**src/rtl/div_unit.sv**
```systemverilog
`default_nettype none
// =============================================================================
// div_unit : sequential signed restoring divider (quotient->Lo, remainder->Hi)
// Revision  : 1.0
// =============================================================================
module div_unit #(
  parameter int WIDTH = 32
) (
  input  logic             clock,
  input  logic             reset,
  input  logic             start,
  input  logic [WIDTH-1:0] DivA,
  input  logic [WIDTH-1:0] DivB,
  output logic             busy,
  output logic             done,
  output logic             div_zero,
  output logic [WIDTH-1:0] Hi,
  output logic [WIDTH-1:0] Lo
);

  localparam int CW = $clog2(WIDTH + 1);

  typedef enum logic [1:0] {
    S_IDLE = 2'd0,
    S_RUN  = 2'd1,
    S_FIX  = 2'd2
  } state_t;

  state_t           state_q, state_d;
  logic [WIDTH-1:0] rem_q, rem_d;
  logic [WIDTH-1:0] dvd_q, dvd_d;
  logic [WIDTH-1:0] dvs_q, dvs_d;
  logic [WIDTH-1:0] hi_q, hi_d;
  logic [WIDTH-1:0] lo_q, lo_d;
  logic [CW-1:0]    cnt_q, cnt_d;
  logic             sgnq_q, sgnq_d;
  logic             sgnr_q, sgnr_d;
  logic             done_q, done_d;
  logic             dz_q, dz_d;

  logic [WIDTH:0]   shifted;
  logic [WIDTH:0]   trial;

  always_comb begin
    state_d = state_q;
    rem_d   = rem_q;
    dvd_d   = dvd_q;
    dvs_d   = dvs_q;
    hi_d    = hi_q;
    lo_d    = lo_q;
    cnt_d   = cnt_q;
    sgnq_d  = sgnq_q;
    sgnr_d  = sgnr_q;
    done_d  = 1'b0;
    dz_d    = 1'b0;
    // Partial remainder is WIDTH+1 bits only transiently; once restored it fits WIDTH.
    shifted = {rem_q, dvd_q[WIDTH-1]};
    trial   = shifted - {1'b0, dvs_q};

    case (state_q)
      S_IDLE: begin
        if (start) begin
          if (DivB == '0) begin
            dz_d = 1'b1;
          end else begin
            sgnq_d  = DivA[WIDTH-1] ^ DivB[WIDTH-1];
            sgnr_d  = DivA[WIDTH-1];
            dvd_d   = DivA[WIDTH-1] ? -DivA : DivA;
            dvs_d   = DivB[WIDTH-1] ? -DivB : DivB;
            rem_d   = '0;
            cnt_d   = CW'(WIDTH);
            state_d = S_RUN;
          end
        end
      end
      S_RUN: begin
        if (!trial[WIDTH]) begin
          rem_d = trial[WIDTH-1:0];
          dvd_d = {dvd_q[WIDTH-2:0], 1'b1};
        end else begin
          rem_d = shifted[WIDTH-1:0];
          dvd_d = {dvd_q[WIDTH-2:0], 1'b0};
        end
        cnt_d = cnt_q - CW'(1);
        if (cnt_q == CW'(1)) state_d = S_FIX;
      end
      S_FIX: begin
        lo_d    = sgnq_q ? -dvd_q : dvd_q;
        hi_d    = sgnr_q ? -rem_q : rem_q;
        done_d  = 1'b1;
        state_d = S_IDLE;
      end
      default: state_d = S_IDLE;
    endcase
  end

  always_ff @(posedge clock) begin
    if (reset) begin
      state_q <= S_IDLE;
      rem_q   <= '0;
      dvd_q   <= '0;
      dvs_q   <= '0;
      hi_q    <= '0;
      lo_q    <= '0;
      cnt_q   <= '0;
      sgnq_q  <= 1'b0;
      sgnr_q  <= 1'b0;
      done_q  <= 1'b0;
      dz_q    <= 1'b0;
    end else begin
      state_q <= state_d;
      rem_q   <= rem_d;
      dvd_q   <= dvd_d;
      dvs_q   <= dvs_d;
      hi_q    <= hi_d;
      lo_q    <= lo_d;
      cnt_q   <= cnt_d;
      sgnq_q  <= sgnq_d;
      sgnr_q  <= sgnr_d;
      done_q  <= done_d;
      dz_q    <= dz_d;
    end
  end

  assign busy     = (state_q != S_IDLE);
  assign done     = done_q;
  assign div_zero = dz_q;
  assign Hi       = hi_q;
  assign Lo       = lo_q;

endmodule
`default_nettype wire
```
**config.mk**
```make
export PLATFORM = sky130hd
export DESIGN_NAME = div_unit
export DESIGN_NICKNAME = d
export VERILOG_FILES = /design/src/rtl/div_unit.sv
export SDC_FILE = /design/constraint.sdc
export NUM_CORES = 1
export LEC_CHECK = 0
export ABC_CLOCK_PERIOD_IN_PS = 10580
export BUFFER_PORTS_ARGS = -buffer_cell sky130_fd_sc_hd__clkbuf_2
export CORE_ASPECT_RATIO = 0.9
export CORE_UTILIZATION = 40
export DETAILED_ROUTE_END_ITERATION = 12
export GPL_TIMING_DRIVEN = 1
export HOLD_SLACK_MARGIN = 0.06
export PLACE_DENSITY_LB_ADDON = 0.1
export SYNTH_ARGS = -nofsm -noshare
export SYNTH_HDL_FRONTEND = slang
export SYNTH_SLANG_ARGS = --single-unit
```
**constraint.sdc**
```tcl
create_clock -name clock -period 10.58 [get_ports clock]
set_clock_uncertainty 0.2 [all_clocks]
set_input_delay 1.058 -clock clock [delete_from_list [all_inputs] [get_ports clock]]
set_output_delay 1.058 -clock clock [all_outputs]
set_load 0.05 [all_outputs]
```
# After elaboration in Yosys (flattened, before gate mapping)

Index checks and enable logic that the tools add are counted.

$add $sub $neg: 6
Reduce and logical (&&, ||, !) cells: 8
Multiply operators: 0
Shifts and indexed selects: 0
Equality and inequality tests: 6
Muxes and demuxes: 21
Bitwise gates (word level): 4
Div/mod/pow operators: 0
$lt $le $gt $ge: 0

Operator list:

| cell                  | number |
|---|---|
| $mux W32              | 9 |
| $neg A32 Y32          | 4 |
| $pmux W32 S2          | 2 |
| $sub A33 B32 Y33      | 1 |
| $logic_not A32 Y1     | 1 |
| $mux W6               | 2 |
| $pmux W6 S2           | 1 |
| $reduce_and A3 Y1     | 3 |
| $eq A6 B1 Y1 const B  | 1 |
| $mux W2               | 3 |
| $ne A2 B2 Y1 const B  | 3 |
| $sub A6 B1 Y6 const B | 1 |
| $pmux W2 S2           | 1 |
| $reduce_bool A2 Y1    | 2 |
| $mux W1               | 3 |
| $not A1 Y1            | 3 |
| $reduce_or A3 Y1      | 1 |
| $eq A2 B1 Y1 const B  | 1 |
| $eq A2 B2 Y1 const B  | 1 |
| $logic_not A2 Y1      | 1 |
| $xor A1 B1 Y1         | 1 |

RAM bits: 0
Bits in latches: 0
Input bits: 67
Register bits after elaboration: 172
Logic and storage cells: 56
Bits in read-only memories: 0
Memories: 0

# Longest topological paths before layout

Gate-level depths: netlist (run 1).

Depth in word-level cells: 5
Depth in mapped cells: 13
Mapped depth without buffers: 11

# Worst setup path before layout (run 1)

Ideal clock, no wire load.

Path type: input port to flip-flop
From: input DivA[8]
To: register dvd_q[29]
Arrival time: 3.712 ns
Stages on the path: 9
Slack: 6.598 ns
Library setup time: 0.070 ns
Data required time: 10.310 ns
Cell sequence: or4_1 -> nor4_1 -> or3b_2 -> clkbuf_1 -> or4_1 -> o31ai_1 -> xor2_1 -> a211o_1 -> a21oi_1

Cells in the longest elaborated chain, start to end: 5

Ends and longest elaborated chain:

| what                   | line | source |
|---|---|---|
| start: declaration     | 12   | `input logic [WIDTH-1:0] DivA,` |
| $neg A32 Y32           | 68   | `dvd_d = DivA[WIDTH-1] ? -DivA : DivA;` |
| $mux W32               | 68   |  |
| $mux W32               | 63   | `if (DivB == '0) begin` |
| $mux W32               | 62   | `if (start) begin` |
| $pmux W32 S2           | 60   | `case (state_q)` |
| end signal: assignment | 113  | `dvd_q <= dvd_d;` |
| end: declaration       | 31   | `logic [WIDTH-1:0] dvd_q, dvd_d;` |

No other way between the ends. The select of a mux whose other input is x is not followed.
A chain may end at the register's enable or synchronous reset.

# Worst setup path in the final report (run 1)

From: input DivB[15]
To: register cnt_q[5]

Cells in the longest elaborated chain, start to end: 3

Ends and longest elaborated chain:

| what                               | line | source |
|---|---|---|
| start: declaration                 | 13   | `input logic [WIDTH-1:0] DivB,` |
| $logic_not A32 Y1                  | 63   |  |
| $ne A2 B2 Y1 (no source line)      | -    |  |
| $reduce_and A3 Y1 (no source line) | -    |  |
| end signal: assignment             | 117  | `cnt_q <= cnt_d;` |
| end: declaration                   | 35   | `logic [CW-1:0] cnt_q, cnt_d;` |

No other way between the ends.

==> flow_metrics.env, run 1 <==
export IMPL_finalSetupTns_ns=0
export IMPL_synthAdderAreaFrac_pct=4.60
export IMPL_h_tree_depth=4
export IMPL_synthFlopType="dfxtp_1"
export IMPL_async_flop_share_pct=0
export IMPL_vias_per_cell=5.40
export IMPL_crit_arrival_ns=4.14
export IMPL_root_buffer="clkbuf_16"
export IMPL_fmax_mhz=246
export IMPL_synth_compound_area_share_pct=23.4
export IMPL_dr_pass1_iters=5
export IMPL_clockBufferDepth=2
export IMPL_layout_commonest_cell="nor2_1"
export IMPL_grt_max_degree=86
export IMPL_peakVddDrop_mv=0.112
export IMPL_min_period_ns=4.07
export IMPL_place_area_mm2=0.0116
export IMPL_dp_hpwl_um=21700
export IMPL_layout_common_cells="189 x nor2_1, 172 x dfxtp_1, 139 x nand2_1"
export IMPL_grt_pass1_wl_um=46400
export IMPL_synth_edf_count=0
export IMPL_detail_route_iter0_violations=735
export IMPL_rows=56
export IMPL_ctsResizeCount=0
export IMPL_drive_gt1_share_pct=13.5
export IMPL_worst_pin_slew_ns=1.14
export IMPL_grt_pass1_vias=8447
export IMPL_period_share_pct=38.4
export IMPL_crit_required_ns=10.66
export IMPL_num_io_pins=134
export IMPL_cts_tree="built"
export IMPL_coreArea_mm2=0.0263
export IMPL_critPathLaunchType="primary input"
export IMPL_place_gp_congestion=0.876
export IMPL_grt_usage_pct=21.0
export IMPL_drc_errors=0
export IMPL_die_x_um=175
export IMPL_critical_path_class="in2reg"
export IMPL_syn_area_per_cell_um2=7.85
export IMPL_n_antenna_cell=0
export IMPL_synth_seq_area_share_pct=32.0
export IMPL_initial_core_util_pct=41.0
export IMPL_syn2layout_area_growth_pct=13.2
export IMPL_relSlewSlack_pct=24.1
export IMPL_dieArea_mm2=0.0276
export IMPL_drv_cap=0
export IMPL_setup_slack_ns=6.51
export IMPL_final_area_mm2=0.0122
export IMPL_utilization_pct=46.4
export IMPL_power_per_cell_area_mw_per_mm2=151
export IMPL_pre_cts_ws_ns=6.10
export IMPL_syn_num_nets=1478
export IMPL_rsz0062_at_grt="no"
export IMPL_maxSlewViolCount=0
export IMPL_hold_class="reg2reg"
export IMPL_cts_sinks=172
export IMPL_cts_setup_buffers=0
export IMPL_synth_top_family_by_area="compound AO/OA/AOI/OAI gates"
export IMPL_antenna_found_initial=0
export IMPL_outcome="complete, no violations"
export IMPL_layout_nets=1557
export IMPL_setup_viol=0
export IMPL_yosys_cell_types_count=66
export IMPL_hold_viol=0
export IMPL_postRouteAntennaNets=0
export IMPL_avgRoutedWirePerCell_um=16.0
export IMPL_port_buffers=133
export IMPL_synth_simple_area_share_pct=20.2
export IMPL_synthXorXnorAreaFrac_pct=11.9
export IMPL_synthMuxAreaShare_pct=2.89
export IMPL_critical_path_max_fanout=52
export IMPL_fp_dieH_um=158
export IMPL_drt_total_wl_um=29000
export IMPL_syn_cell_area_mm2=0.0108
export IMPL_p_leak_nw=4.74
export IMPL_cts_hold_buf=0
export IMPL_yosys_warnings=0
export IMPL_synth_cells=1372
export IMPL_end_kind="flop"
export IMPL_ys_ff_latch=172
export IMPL_routed_via_count=9776
export IMPL_holdWs_ns=0.258
export IMPL_clkSlewWorstSetupHoldPaths_ns=0.07
export IMPL_clk_latency_ns=0.43
export IMPL_cts_buffers=17
export IMPL_grt_overflow_total=0
## registers in the layout, indices dropped and copies added (netlist names)
name / count
state_q: 2
dvd_q: 32
sgnr_q: 1
div_zero: 1
Hi: 32
dvs_q: 32
sgnq_q: 1
Lo: 32
done: 1
rem_q: 32
cnt_q: 6
## worst max-delay path, cell delays in order
cell	delay, ns
clkbuf_2	0.10
or4_1	0.57
nor4_1	0.53
nor4b_1	0.32
buf_4	0.21
a311o_2	0.81
or4_1	0.25
nor3_1	0.07
xnor2_1	0.13
a21oi_1	0.08
## through the flow
| step | instances | power, W |
|---|---|---|
| 2_1_floorplan | 1372 | 0.00111 |
| 3_3_place_gp | 1780 | 0.00122 |
| 3_5_place_dp | 1780 | 0.00123 |
| 4_1_cts | 1811 | 0.00187 |
| 5_1_grt | 1811 | 0.00195 |
| 6_report | 1811 | 0.00185 |
## cells by family (layout without fill, tap and decap cells)
logic type / after synthesis / in the layout
simple gates: 475 / 475
compound gates: 378 / 378
flops: 172 / 172
xor+xnor: 147 / 147
buf+inv: 130 / 221
fa+ha+maj: 39 / 39
mux: 31 / 31
## power breakdown
group	switching [W]	internal, W
combinational	0.000297	0.000165
clock	0.000277	0.000353
sequential	0.0000584	0.000698
total	0.000633	0.00122
## worst paths after layout
path | startpoint | endpoint | slack [ns] | cells past startpoint
worst max register to register | rem_q[6]$_SDFFE_PP0P_ | rem_q[26]$_SDFFE_PP0P_ | 6.64 | 9
worst min register to register | dvs_q[29]$_SDFFE_PP0P_ | dvs_q[29]$_SDFFE_PP0P_ | 0.26 | 2
worst min-delay path | dvs_q[29]$_SDFFE_PP0P_ | dvs_q[29]$_SDFFE_PP0P_ | 0.26 | 2
worst max-delay path | DivB[15] | cnt_q[5]$_SDFFE_PP0P_ | 6.51 | 10
## layout make-up
class | count | area (um^2)
timing repair buffer | 140 | 721
clock inverter | 14 | 159
fill | 2715 | 14100
multi-input combinational | 1070 | 6830
clock buffer | 17 | 425
tap | 348 | 435
inverter | 50 | 188
sequential | 172 | 3440
## routing by layer
| layer | GRT usage (%) | vias up | wire length (um) |
|---|---|---|---|
| li1 | - | 5098 | - |
| met1 | 35.6 | 4384 | 17000 |
| met2 | 26.0 | 276 | 10300 |
| met3 | 3.24 | 18 | 1550 |
| met4 | 4.51 | 0 | 240 |
| met5 | 0 | - | 0 |
## Yosys cell counts, drive strengths merged (6+ instances only)
cell type | n | area, um^2
xor2 | 99 | 867
a211oi | 100 | 751
nand3 | 12 | 60.1
buf | 9 | 55.1
nor2b | 11 | 68.8
o31ai | 38 | 290
o21ai | 84 | 420
ha | 38 | 475
nor3 | 30 | 150
o41ai | 15 | 139
a21oi | 72 | 360
or3 | 22 | 144
xnor2 | 48 | 420
nor2 | 189 | 709
nand3b | 7 | 52.6
nand4 | 7 | 43.8
and3 | 6 | 37.5
nor4 | 8 | 50.1
or4 | 19 | 158
o211ai | 10 | 75.1
nand2 | 139 | 522
dfxtp | 172 | 3440
mux2i | 30 | 300
clkbuf | 69 | 269
inv | 50 | 188
a31oi | 7 | 43.8
nand2b | 8 | 50.1
No activity file was read; power rests on OpenSTA's default activity.
==> run 2: changes to the inputs <==
Settings changed: ABC_CLOCK_PERIOD_IN_PS 10580 to 3870.
Clock period 10.58 ns to 3.87 ns, I/O delays scaled along.
==> run 2 against run 1 <==
Non-clock buffer count increased by 15. Worst setup slack worse by 6.2 ns. Clock power grew to 2.9 times the previous value.
==> flow_metrics.env, run 2 (synthesized netlist as in run 1, its figures left out) <==
export IMPL_outcome="complete, no violations"
export IMPL_layout_commonest_cell="nor2_1"
export IMPL_die_x_um=175
export IMPL_n_antenna_cell=0
export IMPL_p_int_w=0.00342
export IMPL_clockBufferDepth=2
export IMPL_layout_nets=1572
export IMPL_grt_pass1_vias=8442
export IMPL_port_buffers=133
export IMPL_antenna_found_initial=0
export IMPL_cts_buffers=17
export IMPL_place_gp_congestion=0.955
export IMPL_switchingPower_w=0.00177
export IMPL_utilization_pct=47.2
export IMPL_clock_power_share_pct=35.4
export IMPL_dieArea_mm2=0.0276
export IMPL_cts_tree="built"
export IMPL_relSlewSlack_pct=29.2
export IMPL_critical_path_max_fanout=4
export IMPL_h_tree_depth=4
export IMPL_p_leak_nw=4.84
export IMPL_routed_via_count=9853
export IMPL_hp_start="start"
export IMPL_postRouteAntennaNets=0
export IMPL_pwr_share_seq_pct=39.8
export IMPL_r2r_start="rem_q[6]$_SDFFE_PP0P_"
export IMPL_min_period_ns=3.51
export IMPL_end_kind="flop"
export IMPL_grt_usage_pct=21.3
export IMPL_layout_common_cells="189 x nor2_1, 172 x dfxtp_1, 139 x nand2_1"
export IMPL_drive_gt1_share_pct=14.2
export IMPL_clkSlewWorstSetupHoldPaths_ns=0.08
export IMPL_drt_total_wl_um=29500
export IMPL_swShare_pct=34.1
export IMPL_period_share_pct=90.8
export IMPL_root_buffer="clkbuf_16"
export IMPL_worst_pin_slew_ns=1.06
export IMPL_crit_arrival_ns=3.66
export IMPL_critical_path_class="reg2reg"
export IMPL_vias_per_cell=5.40
export IMPL_grt_overflow_total=0
export IMPL_critPathLaunchType="flop"
export IMPL_cts_sinks=172
export IMPL_dr_pass1_iters=7
export IMPL_drc_errors=0
export IMPL_finalSetupTns_ns=0
export IMPL_initial_core_util_pct=41.0
export IMPL_coreArea_mm2=0.0263
export IMPL_syn2layout_area_growth_pct=15.0
export IMPL_detail_route_iter0_violations=681
export IMPL_setup_viol=0
export IMPL_crit_required_ns=4.02
export IMPL_maxSlewViolCount=0
export IMPL_startpoint="rem_q[6]$_SDFFE_PP0P_"
export IMPL_rows=56
export IMPL_hold_viol=0
export IMPL_drv_cap=0
export IMPL_fp_dieH_um=158
export IMPL_grt_pass1_wl_um=46800
export IMPL_n_fill_cell=2685
export IMPL_fmax_mhz=285
export IMPL_rsz0062_at_grt="no"
export IMPL_cts_setup_buffers=0
export IMPL_clk_latency_ns=0.44
export IMPL_p_comb_share_pct=24.8
export IMPL_num_io_pins=134
export IMPL_avgRoutedWirePerCell_um=16.2
export IMPL_hold_class="in2reg"
export IMPL_grt_max_degree=96
export IMPL_peakVddDrop_mv=0.249
export IMPL_power_per_cell_area_mw_per_mm2=419
export IMPL_dp_hpwl_um=22600
[run 2: cell types whose count changed in the layout (fill, tap and decap cells not counted)]
cell / change
clkbuf_1: +1
bufinv_16: +1
inv_8: -1
dlygate4sd3_1: +1
clkinv_2: -3
inv_6: +1
clkinv_4: -2
clkbuf_8: +1
clkinvlp_4: +1
buf_12: +3
clkinv_8: +1
buf_4: +11
[run 2: power groups by stage]
stage | clock [W] | combinational (W) | sequential [W]
floorplan | 0 | 0.000841 | 0.00219
global placement | 0 | 0.00128 | 0.00210
detailed placement | 0 | 0.00129 | 0.00210
CTS | 0.00187 | 0.00129 | 0.00206
global route | 0.00194 | 0.00143 | 0.00208
finish | 0.00184 | 0.00129 | 0.00206
[run 2: final cells by class]
type / instances / area (um^2) / share of cell area, %
Multi-Input combinational cell: 1070 / 6830 / 55.1
Clock buffer: 19 / 443 / 3.58
Timing Repair Buffer: 155 / 873 / 7.05
Tap cell: 348 / 435 / 3.51
Sequential cell: 172 / 3440 / 27.8
Inverter: 50 / 188 / 1.51
Clock inverter: 12 / 178 / 1.43
[run 2: critical path: stages, from the launching register on]
cell,delay (ns)
dfxtp_1,0.31
or4_4,0.55
or4_4,0.46
or4_4,0.52
or3_4,0.36
or4_4,0.44
o41ai_2,0.24
xor2_1,0.11
a211oi_1,0.23
[run 2: final timing paths]
path / to / slack [ns] / cells past startpoint
worst max-delay path: Hi[29]$_SDFFE_PP0P_ / 0.36 / 8
worst min-delay path: div_zero$_SDFF_PP0_ / 0.08 / 3
worst max register to register: Hi[29]$_SDFFE_PP0P_ / 0.36 / 8
worst min register to register: dvs_q[29]$_SDFFE_PP0P_ / 0.26 / 2
[run 2: per-layer routing]
metal	part of all wire, %	GRT usage, %
met1	57	35.5
met2	36	26.3
met3	7.2	5.07
met4	0.59	3.48
met5	0	0
[run 2: repair_timing]
item | CTS | global route
hold endpoints to repair | 1 | 0
gates resized for setup | 0 | 0
hold buffers | 1 | 0
[run 2: metrics by stage]
step	setup slack, ns	instances	instance area, um^2	power (W)	hold WS [ns]
after global placement	0.334	1794	11800	0.00337	0.240
after global routing	0.229	1826	12400	0.00546	0.0900
after floorplan	0.410	1372	10800	0.00303	0.232
after detailed placement	0.239	1794	11800	0.00339	0.250
final	0.357	1826	12400	0.00519	0.0842
after CTS	0.345	1826	12400	0.00522	0.0768
